<file path="src/rtl/definitions.sv">
// Global machine-word definitions shared by the datapath blocks.
`ifndef WORD_SIZE
`define WORD_SIZE 32
`endif

</file>
<file path="src/rtl/mips_pkg.sv">
// Shared types for the multiply/divide unit: operation codes and FSM states.
`ifndef WORD_SIZE
`define WORD_SIZE 32
`endif

package mips_pkg;

  typedef enum logic [1:0] {
    OP_MULT  = 2'b00,
    OP_MULTU = 2'b01,
    OP_DIV   = 2'b10,
    OP_DIVU  = 2'b11
  } muldiv_op_t;

  typedef enum logic [1:0] {
    IDLE = 2'b00,
    RUN  = 2'b01,
    FIX  = 2'b10
  } muldiv_state_t;

  function automatic logic op_is_div(input muldiv_op_t o);
    return (o == OP_DIV) || (o == OP_DIVU);
  endfunction

  function automatic logic op_is_signed(input muldiv_op_t o);
    return (o == OP_MULT) || (o == OP_DIV);
  endfunction

endpackage

</file>
<file path="src/rtl/muldiv_step.sv">
// One iteration of the unsigned core: a shift-add multiply step or a
// restoring divide step over the 2*WIDTH accumulator {upper, lower}.
module muldiv_step #(
  parameter int WIDTH = 32
) (
  input  logic               is_div,
  input  logic [2*WIDTH-1:0] acc,
  input  logic [WIDTH-1:0]   operand,
  output logic [2*WIDTH-1:0] next_acc
);

  logic [WIDTH:0] sum;
  logic [WIDTH:0] rem_sh;
  logic [WIDTH:0] diff;

  always_comb begin
    // Multiply: lower half holds the remaining multiplier bits, upper half the partial product.
    sum    = {1'b0, acc[2*WIDTH-1:WIDTH]} + (acc[0] ? {1'b0, operand} : '0);
    // Divide: upper half is the partial remainder, lower half shifts dividend out / quotient in.
    rem_sh = {acc[2*WIDTH-1:WIDTH], acc[WIDTH-1]};
    diff   = rem_sh - {1'b0, operand};
    if (is_div) begin
      if (!diff[WIDTH]) begin
        next_acc = {diff[WIDTH-1:0], acc[WIDTH-2:0], 1'b1};
      end else begin
        next_acc = {rem_sh[WIDTH-1:0], acc[WIDTH-2:0], 1'b0};
      end
    end else begin
      next_acc = {sum, acc[WIDTH-1:1]};
    end
  end

endmodule

</file>
<file path="src/rtl/muldiv_unit.sv">
// Iterative MULT/MULTU/DIV/DIVU unit with architectural HI/LO and MTHI/MTLO.
// Optional MULDIV_FAST_ZERO_EN: zero-operand multiplies and divide-by-zero finish at the start edge.
module muldiv_unit
  import mips_pkg::*;
#(
  parameter int WIDTH = `WORD_SIZE,
  parameter int CNT_W = $clog2(WIDTH) + 1
) (
  input  logic             clk,
  input  logic             reset,
  input  logic             start,
  input  logic [1:0]       op,
  input  logic [WIDTH-1:0] src_a,
  input  logic [WIDTH-1:0] src_b,
  input  logic             hilo_we,
  input  logic             hilo_sel,
  input  logic [WIDTH-1:0] hilo_wdata,
  output logic             busy,
  output logic             done,
  output logic [WIDTH-1:0] hi,
  output logic [WIDTH-1:0] lo
);

  function automatic logic [WIDTH-1:0] neg_w(input logic [WIDTH-1:0] v);
    return ~v + WIDTH'(1);
  endfunction

  function automatic logic [2*WIDTH-1:0] neg_2w(input logic [2*WIDTH-1:0] v);
    return ~v + (2*WIDTH)'(1);
  endfunction

  muldiv_state_t      state, state_next;
  muldiv_op_t         op_q;
  logic [CNT_W-1:0]   cnt;
  logic [2*WIDTH-1:0] acc, acc_next;
  logic [WIDTH-1:0]   opnd;
  logic               neg_res, neg_rem;
  logic [WIDTH-1:0]   hi_q, lo_q;
  logic               done_q;

  // Operand preparation for a new request
  muldiv_op_t         op_in;
  logic               is_div_in, a_neg, b_neg, b_zero, launch;
  logic [WIDTH-1:0]   a_mag, b_mag, opnd_load;
  logic [2*WIDTH-1:0] acc_load;
  logic               neg_res_load, neg_rem_load;

  always_comb begin
    op_in     = muldiv_op_t'(op);
    is_div_in = op_is_div(op_in);
    a_neg     = op_is_signed(op_in) & src_a[WIDTH-1];
    b_neg     = op_is_signed(op_in) & src_b[WIDTH-1];
    a_mag     = a_neg ? neg_w(src_a) : src_a;
    b_mag     = b_neg ? neg_w(src_b) : src_b;
    b_zero    = (src_b == '0);
    if (!is_div_in) begin
      acc_load     = {{WIDTH{1'b0}}, b_mag};
      opnd_load    = a_mag;
      neg_res_load = a_neg ^ b_neg;
      neg_rem_load = 1'b0;
    end else if (b_zero) begin
      // A zero divisor makes every trial subtract succeed: quotient all ones,
      // remainder equal to the raw dividend, with no sign correction.
      acc_load     = {{WIDTH{1'b0}}, src_a};
      opnd_load    = '0;
      neg_res_load = 1'b0;
      neg_rem_load = 1'b0;
    end else begin
      acc_load     = {{WIDTH{1'b0}}, a_mag};
      opnd_load    = b_mag;
      neg_res_load = a_neg ^ b_neg;
      neg_rem_load = a_neg;
    end
  end

`ifdef MULDIV_FAST_ZERO_EN
  logic fast_zero;
  assign fast_zero = is_div_in ? b_zero : ((src_a == '0) || b_zero);
  assign launch    = start & ~fast_zero;
`else
  assign launch    = start;
`endif

  muldiv_step #(.WIDTH(WIDTH)) u_step (
    .is_div   (op_is_div(op_q)),
    .acc      (acc),
    .operand  (opnd),
    .next_acc (acc_next)
  );

  // Sign correction applied in FIX
  logic [2*WIDTH-1:0] prod;
  logic [WIDTH-1:0]   quo, rem, fix_hi, fix_lo;

  always_comb begin
    prod   = neg_res ? neg_2w(acc) : acc;
    quo    = neg_res ? neg_w(acc[WIDTH-1:0]) : acc[WIDTH-1:0];
    rem    = neg_rem ? neg_w(acc[2*WIDTH-1:WIDTH]) : acc[2*WIDTH-1:WIDTH];
    fix_hi = op_is_div(op_q) ? rem : prod[2*WIDTH-1:WIDTH];
    fix_lo = op_is_div(op_q) ? quo : prod[WIDTH-1:0];
  end

  always_ff @(posedge clk or negedge reset) begin
    if (!reset) state <= IDLE;
    else        state <= state_next;
  end

  always_comb begin
    state_next = state;
    case (state)
      IDLE:    if (launch) state_next = RUN;
      RUN:     if (cnt == CNT_W'(WIDTH - 1)) state_next = FIX;
      FIX:     state_next = IDLE;
      default: state_next = IDLE;
    endcase
  end

  always_ff @(posedge clk or negedge reset) begin
    if (!reset) begin
      op_q    <= OP_MULT;
      cnt     <= '0;
      acc     <= '0;
      opnd    <= '0;
      neg_res <= 1'b0;
      neg_rem <= 1'b0;
      hi_q    <= '0;
      lo_q    <= '0;
      done_q  <= 1'b0;
    end else begin
      done_q <= 1'b0;
      case (state)
        IDLE: begin
          if (hilo_we) begin
            if (hilo_sel) hi_q <= hilo_wdata;
            else          lo_q <= hilo_wdata;
          end
`ifdef MULDIV_FAST_ZERO_EN
          if (start && fast_zero) begin
            hi_q   <= is_div_in ? src_a : '0;
            lo_q   <= is_div_in ? '1 : '0;
            done_q <= 1'b1;
          end
`endif
          if (launch) begin
            op_q    <= op_in;
            acc     <= acc_load;
            opnd    <= opnd_load;
            neg_res <= neg_res_load;
            neg_rem <= neg_rem_load;
            cnt     <= '0;
          end
        end
        RUN: begin
          acc <= acc_next;
          cnt <= cnt + CNT_W'(1);
        end
        FIX: begin
          hi_q   <= fix_hi;
          lo_q   <= fix_lo;
          done_q <= 1'b1;
        end
        default: ;
      endcase
    end
  end

  assign busy = (state != IDLE);
  assign done = done_q;
  assign hi   = hi_q;
  assign lo   = lo_q;

endmodule

</file>
<file path="config.mk">
export PLATFORM = sky130hd
export DESIGN_NAME = muldiv_unit
export DESIGN_NICKNAME = d
export VERILOG_FILES = /design/src/rtl/definitions.sv /design/src/rtl/mips_pkg.sv /design/src/rtl/muldiv_step.sv /design/src/rtl/muldiv_unit.sv
export SDC_FILE = /design/constraint.sdc
export NUM_CORES = 1
export LEC_CHECK = 0
export BUFFER_PORTS_ARGS = -buffer_cell sky130_fd_sc_hd__buf_4
export CORE_MARGIN = 10
export CORE_UTILIZATION = 50
export CTS_CLUSTER_DIAMETER = 200
export DETAILED_ROUTE_END_ITERATION = 6
export PLACE_DENSITY_LB_ADDON = 0.25
export SLEW_MARGIN = 10
export SYNTH_ARGS = -nofsm -noshare
export SYNTH_HDL_FRONTEND = slang
export SYNTH_SLANG_ARGS = --single-unit
</file>
<file path="constraint.sdc">
create_clock -name clk -period 3.4 [get_ports clk]
set_input_delay 0.34 -clock clk [delete_from_list [all_inputs] [get_ports clk]]
set_output_delay 0.34 -clock clk [all_outputs]
set_load 0.02 [all_outputs]
</file>
# Word-level counts from Yosys, hierarchy flattened

Index checks and enable logic that the tools add are counted.

Latch bits: 0
Bits in read-only memories: 0
Memories kept: 0
Bits in writable memories: 0
Logic and storage cells: 84
Flip-flop bits (word level): 173
Output and inout port bits: 66
Input port bits: 103

Equality and inequality tests: 12
Div/mod/pow operators: 0
Multipliers: 0
Shift-type cells: 0
Order comparisons: 0
Add/subtract/negate cells: 8
Mux-type cells: 32
Bitwise gates (word level): 8
Reductions and logical operators: 14

Operator list:

| kind                    | count |
|---|---|
| $mux W32                | 14 |
| $mux W64                | 5 |
| $add A32 B1 Y32 const B | 4 |
| $not A32 Y32            | 4 |
| $pmux W32 S2            | 2 |
| $pmux W64 S2            | 1 |
| $add A64 B1 Y64 const B | 1 |
| $not A64 Y64            | 1 |
| $add A32 B33 Y33        | 1 |
| $sub A33 B32 Y33        | 1 |
| $logic_not A32 Y1       | 1 |
| $pmux W6 S2             | 1 |
| $eq A2 B2 Y1 const B    | 5 |
| $ne A2 B2 Y1 const B    | 5 |
| $add A6 B1 Y6 const B   | 1 |
| $eq A6 B5 Y1 const B    | 1 |
| $mux W6                 | 1 |
| $reduce_and A2 Y1       | 3 |
| $reduce_and A3 Y1       | 2 |
| $reduce_bool A2 Y1      | 3 |
| $mux W1                 | 5 |
| $logic_not A2 Y1        | 2 |
| $mux W2                 | 2 |
| $pmux W2 S2             | 1 |
| other kinds (4)         | 7 |

# Logic depth before layout (Yosys ltp)

Word-level depth: 8
Mapped depth: 14

# Modules after synthesis

From an unflattened synthesis, not the netlist that was laid out.

Cells, all modules: 2047
Area total of the unflattened synthesis: 15886.5 µm²

Modules (own cells, without submodules):

| module      | area an instance (µm²) | instances | seq. area each (µm²) | cells each |
|---|---|---|---|---|
| muldiv_unit | 11065.6                | 1         | 4304.1               | 1359 |
| muldiv_step | 4820.9                 | 1         | 0.0                  | 688 |

# Worst setup path before layout

No wires, ideal clock.

Path type: register -> register
From: register acc[58]
To: register acc[40]
Arrival time: 3.103 ns
Setup slack: 0.179 ns
Setup time: 0.118 ns
Data required time: 3.282 ns
Period minus slack after synthesis: 3.221 ns
Stages on the path, launching flop included: 13
Path buffers: 2
Cells stage by stage: dfrtp_1 ha_1 clkbuf_1 nand2_1 or3_1 or4_1 a211oi_1 nor2_1 xnor2_4 buf_4 mux2i_1 a21oi_1 a21o_1

Longest elaborated chain between the ends: 4

RTL lines:

| item                   | line               | source |
|---|---|---|
| start, declared        | muldiv_unit.sv:35  | `logic [2*WIDTH-1:0] acc, acc_next;` |
| start signal, assigned | muldiv_unit.sv:146 | `acc <= acc_load;` |
| start signal, assigned | muldiv_unit.sv:154 | `acc <= acc_next;` |
| $sub A33 B32 Y33       | muldiv_step.sv:21  | `diff = rem_sh - {1'b0, operand};` |
| $mux W64               | muldiv_step.sv:23  | `if (!diff[WIDTH]) begin` |
| $mux W64               | muldiv_step.sv:22  | `if (is_div) begin` |
| $pmux W64 S2           | muldiv_unit.sv:131 | `case (state)` |

Every way passes these cells.
A chain may end at the register's enable or synchronous reset.

# Worst setup path after layout

From: register opnd[27]
To: register acc[34]

Longest elaborated chain between the ends: 4

RTL lines:

| item                   | line               | source |
|---|---|---|
| start, declared        | muldiv_unit.sv:36  | `logic [WIDTH-1:0] opnd;` |
| start signal, assigned | muldiv_unit.sv:147 | `opnd <= opnd_load;` |
| $sub A33 B32 Y33       | muldiv_step.sv:21  |  |
| $mux W64               | muldiv_step.sv:23  |  |
| $mux W64               | muldiv_step.sv:22  |  |
| $pmux W64 S2           | muldiv_unit.sv:131 |  |

Every way passes these cells.

==> metrics.csv <==
metric,value,unit
cts_buffers,17,
timing.rr.end,acc[34],
period_share,0.979,
fillers,2752,
synth_seq_cells,172,
power_density,953,mW/mm²
period_needed,3.33,ns
holdPathStages,3,
syn_nets,2084,
synth_area,0.0151,mm²
yosysTopAreaCell,dfrtp_1,
worstPathMaxFanout,10,
grt.total_usage,0.306,
globalRoute.busiestLayer,met2,
use_met3,0.0688,
wl_per_cell,24.1,µm
outcome,completed,
areaGrowthSynthToFinish,19.4,%
synth_top_area_share,0.286,
grt_pass1_vias,15400,
antenna_found_initial,1,
initial_utilization,0.507,
clock_sinks,172,
numPortBuffers,168,
clockBufferDepth,2,
whs,0.161,ns
clk_pin_slew,0.08,ns
clockRootBuffer,clkbuf_16,
grt-ovfl-total,0,
final_util,0.605,
cts_tree,built,
rsz0062_at_grt,true,
antenna_left,0,
drv_slew,0,
fp-row-count,63,
ir_drop,672,µV
r2r-start,opnd[27],
r2r_cells,13,
crit_required,3.69,ns
fin_ws,0.0714,ns
dr.first_iter.drc_count,1892,
clock_skew,0.0169,ns
power_leakage,7.83,nW
hold_viol,0,
post-cts-setup-buffers,0,
clock_latency,0.45,ns
relSlewSlack,0.365,
core,0.0297,mm²
start_kind,flip-flop,
synth_cell_type_count,74,
critPathMaxStageDelay,0.54,ns
remaining_drc_errors,0,
drt_wl_total,60300,µm
r2r_setup_slack,0.07,ns
fp.dieH,194,µm
dieArea,0.0375,mm²
n_antenna_cell,0,
grt_pass1_wl,91900,µm
max_freq,0.300,GHz
yosys-top-cells-area,"dfrtp_1, o21ai_0, xnor2_1",
tightestPinTransition,0.944,ns
met1_usage,0.414,
viasPerCell,6.41,
arrival,3.62,ns
synth_edf_count,0,
place_ws,0.0470,ns
synth_warnings,0,
endpoint_kind,flip-flop,
synthFlopType,dfrtp_1,
design_area,0.0180,mm²
slowest_stage,or4_1,
tns,0,ns
holdCritPathClass,primary input to flip-flop,
synth_seq_area_share,0.286,
setup.worst_path.class,flip-flop to flip-flop,
hpwl,47300,µm
gp_congestion,1.01,
drv_cap,0,
synth_cells,1910,
path_cells,"inv_1, ha_1, nand2_1, or3_1, or4_1, a211oi_1, nor2_1, xnor2_4, buf_4, buf_4, nor2_1, a31oi_1, o21ai_0",
nets,2277,
fp.dieW,194,µm
placed_area,0.0174,mm²
grt_start_max_net_pins,84,
drive_above_1_share,0.181,
ys_async_sr_fraction,1.00,
avgSynthCellArea,7.89,µm²
min_to,hi[24],
num_vias,16100,
num_io_pins,169,
dr.pass1.iters,6,
cts_max_level,4,
finalSetupViolations,0,
hold_start,hilo_wdata[24],
global_route.usage.met2,0.463,
==> through the flow <==
| step | std cells | total power, W |
|---|---|---|
| floorplan | 1910 | 0.0109 |
| global placement | 2473 | 0.0146 |
| detailed placement | 2473 | 0.0148 |
| CTS | 2506 | 0.0168 |
| global route | 2506 | 0.0182 |
| finish | 2506 | 0.0171 |
==> what timing repair did <==
action / in CTS / in global routing
gates resized for setup: 0 / 12
hold buffers: 1 / 0
setup endpoints to repair: 0 / 17
hold endpoints to repair: 13 / 0
==> kinds of logic after synthesis <==
group                    count (synthesis)  synth area share
adder cells (fa/ha/maj)                 71            0.0600
buffers and inverters                  172            0.0440
XOR/XNOR                               198             0.116
flip-flops                             172             0.286
multiplexers                            59            0.0412
AND/OR/NAND/NOR                        596             0.187
AO/OA/AOI/OAI                          642             0.266
==> final cells by class <==
cell class | instances | area (µm²) | share of cell area
clock inverter | 12 | 114 | 0.00633
timing repair buffer | 289 | 2250 | 0.125
sequential | 172 | 4310 | 0.239
multi-input combinational | 1566 | 10200 | 0.565
tap | 390 | 488 | 0.0271
inverter | 57 | 214 | 0.0119
clock buffer | 20 | 447 | 0.0248
==> report_power, final <==
group	leakage, nW	switching, W	internal (W)
Sequential	2.07	0.000782	0.00282
Combinational	5.49	0.00674	0.00483
Clock	0.274	0.000980	0.000991
==> how the worst max path moves through the flow <==
stage	startpoint	end	slack (ns)	cells past startpoint
3_3_place_gp	src_b[9]	opnd[20]	0.14	9
2_1_floorplan	acc[58]	acc[40]	0.18	12
3_5_place_dp	src_b[9]	opnd[20]	0.05	9
6_report	opnd[27]	acc[34]	0.07	13
5_1_grt	acc[0]	acc[51]	-0.02	14
4_1_cts	acc[59]	acc[34]	0.06	12
==> cell usage after synthesis, types with 36 or more instances <==
cell	instances
clkbuf_1	99
inv_1	55
nor2_1	187
dfrtp_1	172
nor3_1	37
o31ai_1	36
xor2_1	85
nand2_1	180
a21o_1	37
o21ai_0	202
xnor2_1	112
a21oi_1	174
ha_1	69
==> state kept, by name, indices dropped and copies added (netlist names) <==
| name | count |
|---|---|
| acc | 64 |
| cnt | 6 |
| done | 1 |
| hi | 32 |
| lo | 32 |
| neg_rem | 1 |
| neg_res | 1 |
| op_q | 1 |
| opnd | 32 |
| state | 2 |
==> layer usage <==
| metal | share of wire | vias to the layer above |
|---|---|---|
| li1 | - | 7310 |
| met1 | 0.42 | 7723 |
| met2 | 0.44 | 889 |
| met3 | 0.10 | 131 |
| met4 | 0.040 | 0 |
| met5 | 0 | - |
==> worst max-delay path, delay by kind of cell (launching register included) <==
| kind | cells | cell delay (ns) |
|---|---|---|
| AOI/OAI and AO/OA | 3 | 0.56 |
| xor gates and xnor gates | 1 | 0.20 |
| adders and majority gates | 1 | 0.31 |
| buffers and inverters | 3 | 0.47 |
| DFF | 1 | 0.36 |
| and+or+nand+nor | 5 | 1.26 |
==> layout by cell type, fill, tap and decap left out, types with 7 or more instances in the layout <==
cell       Yosys  layout
and3_1        21      21
o41ai_1        7       7
inv_1         55      55
o22ai_1       10      10
or2_2          9       9
nor4_1        20      19
mux2_2        24      24
o31ai_1       36      36
nand2_1      180     179
a221o_1       12      12
a21oi_1      174     172
nand3_1       33      33
o21ai_0      202     201
or4_1         12      11
nor2b_1       17      16
a31oi_1       12      12
a222oi_1       9       9
nor2_1       187     185
xnor2_1      112     112
o21ai_1        6       7
dfrtp_1      172     171
clkbuf_16      0      17
a221oi_1      17      17
ha_1          69      68
a211oi_1      17      16
o211ai_1      28      28
buf_4          3     281
nor3_1        37      37
nand4_1       12      12
nand2b_1      14      13
a21o_1        37      37
xor2_1        85      85
mux2i_1       35      35
o221ai_1       9       9
or3_1         24      24
a22oi_1       21      21
No activity file was read; power rests on OpenSTA's default activity.
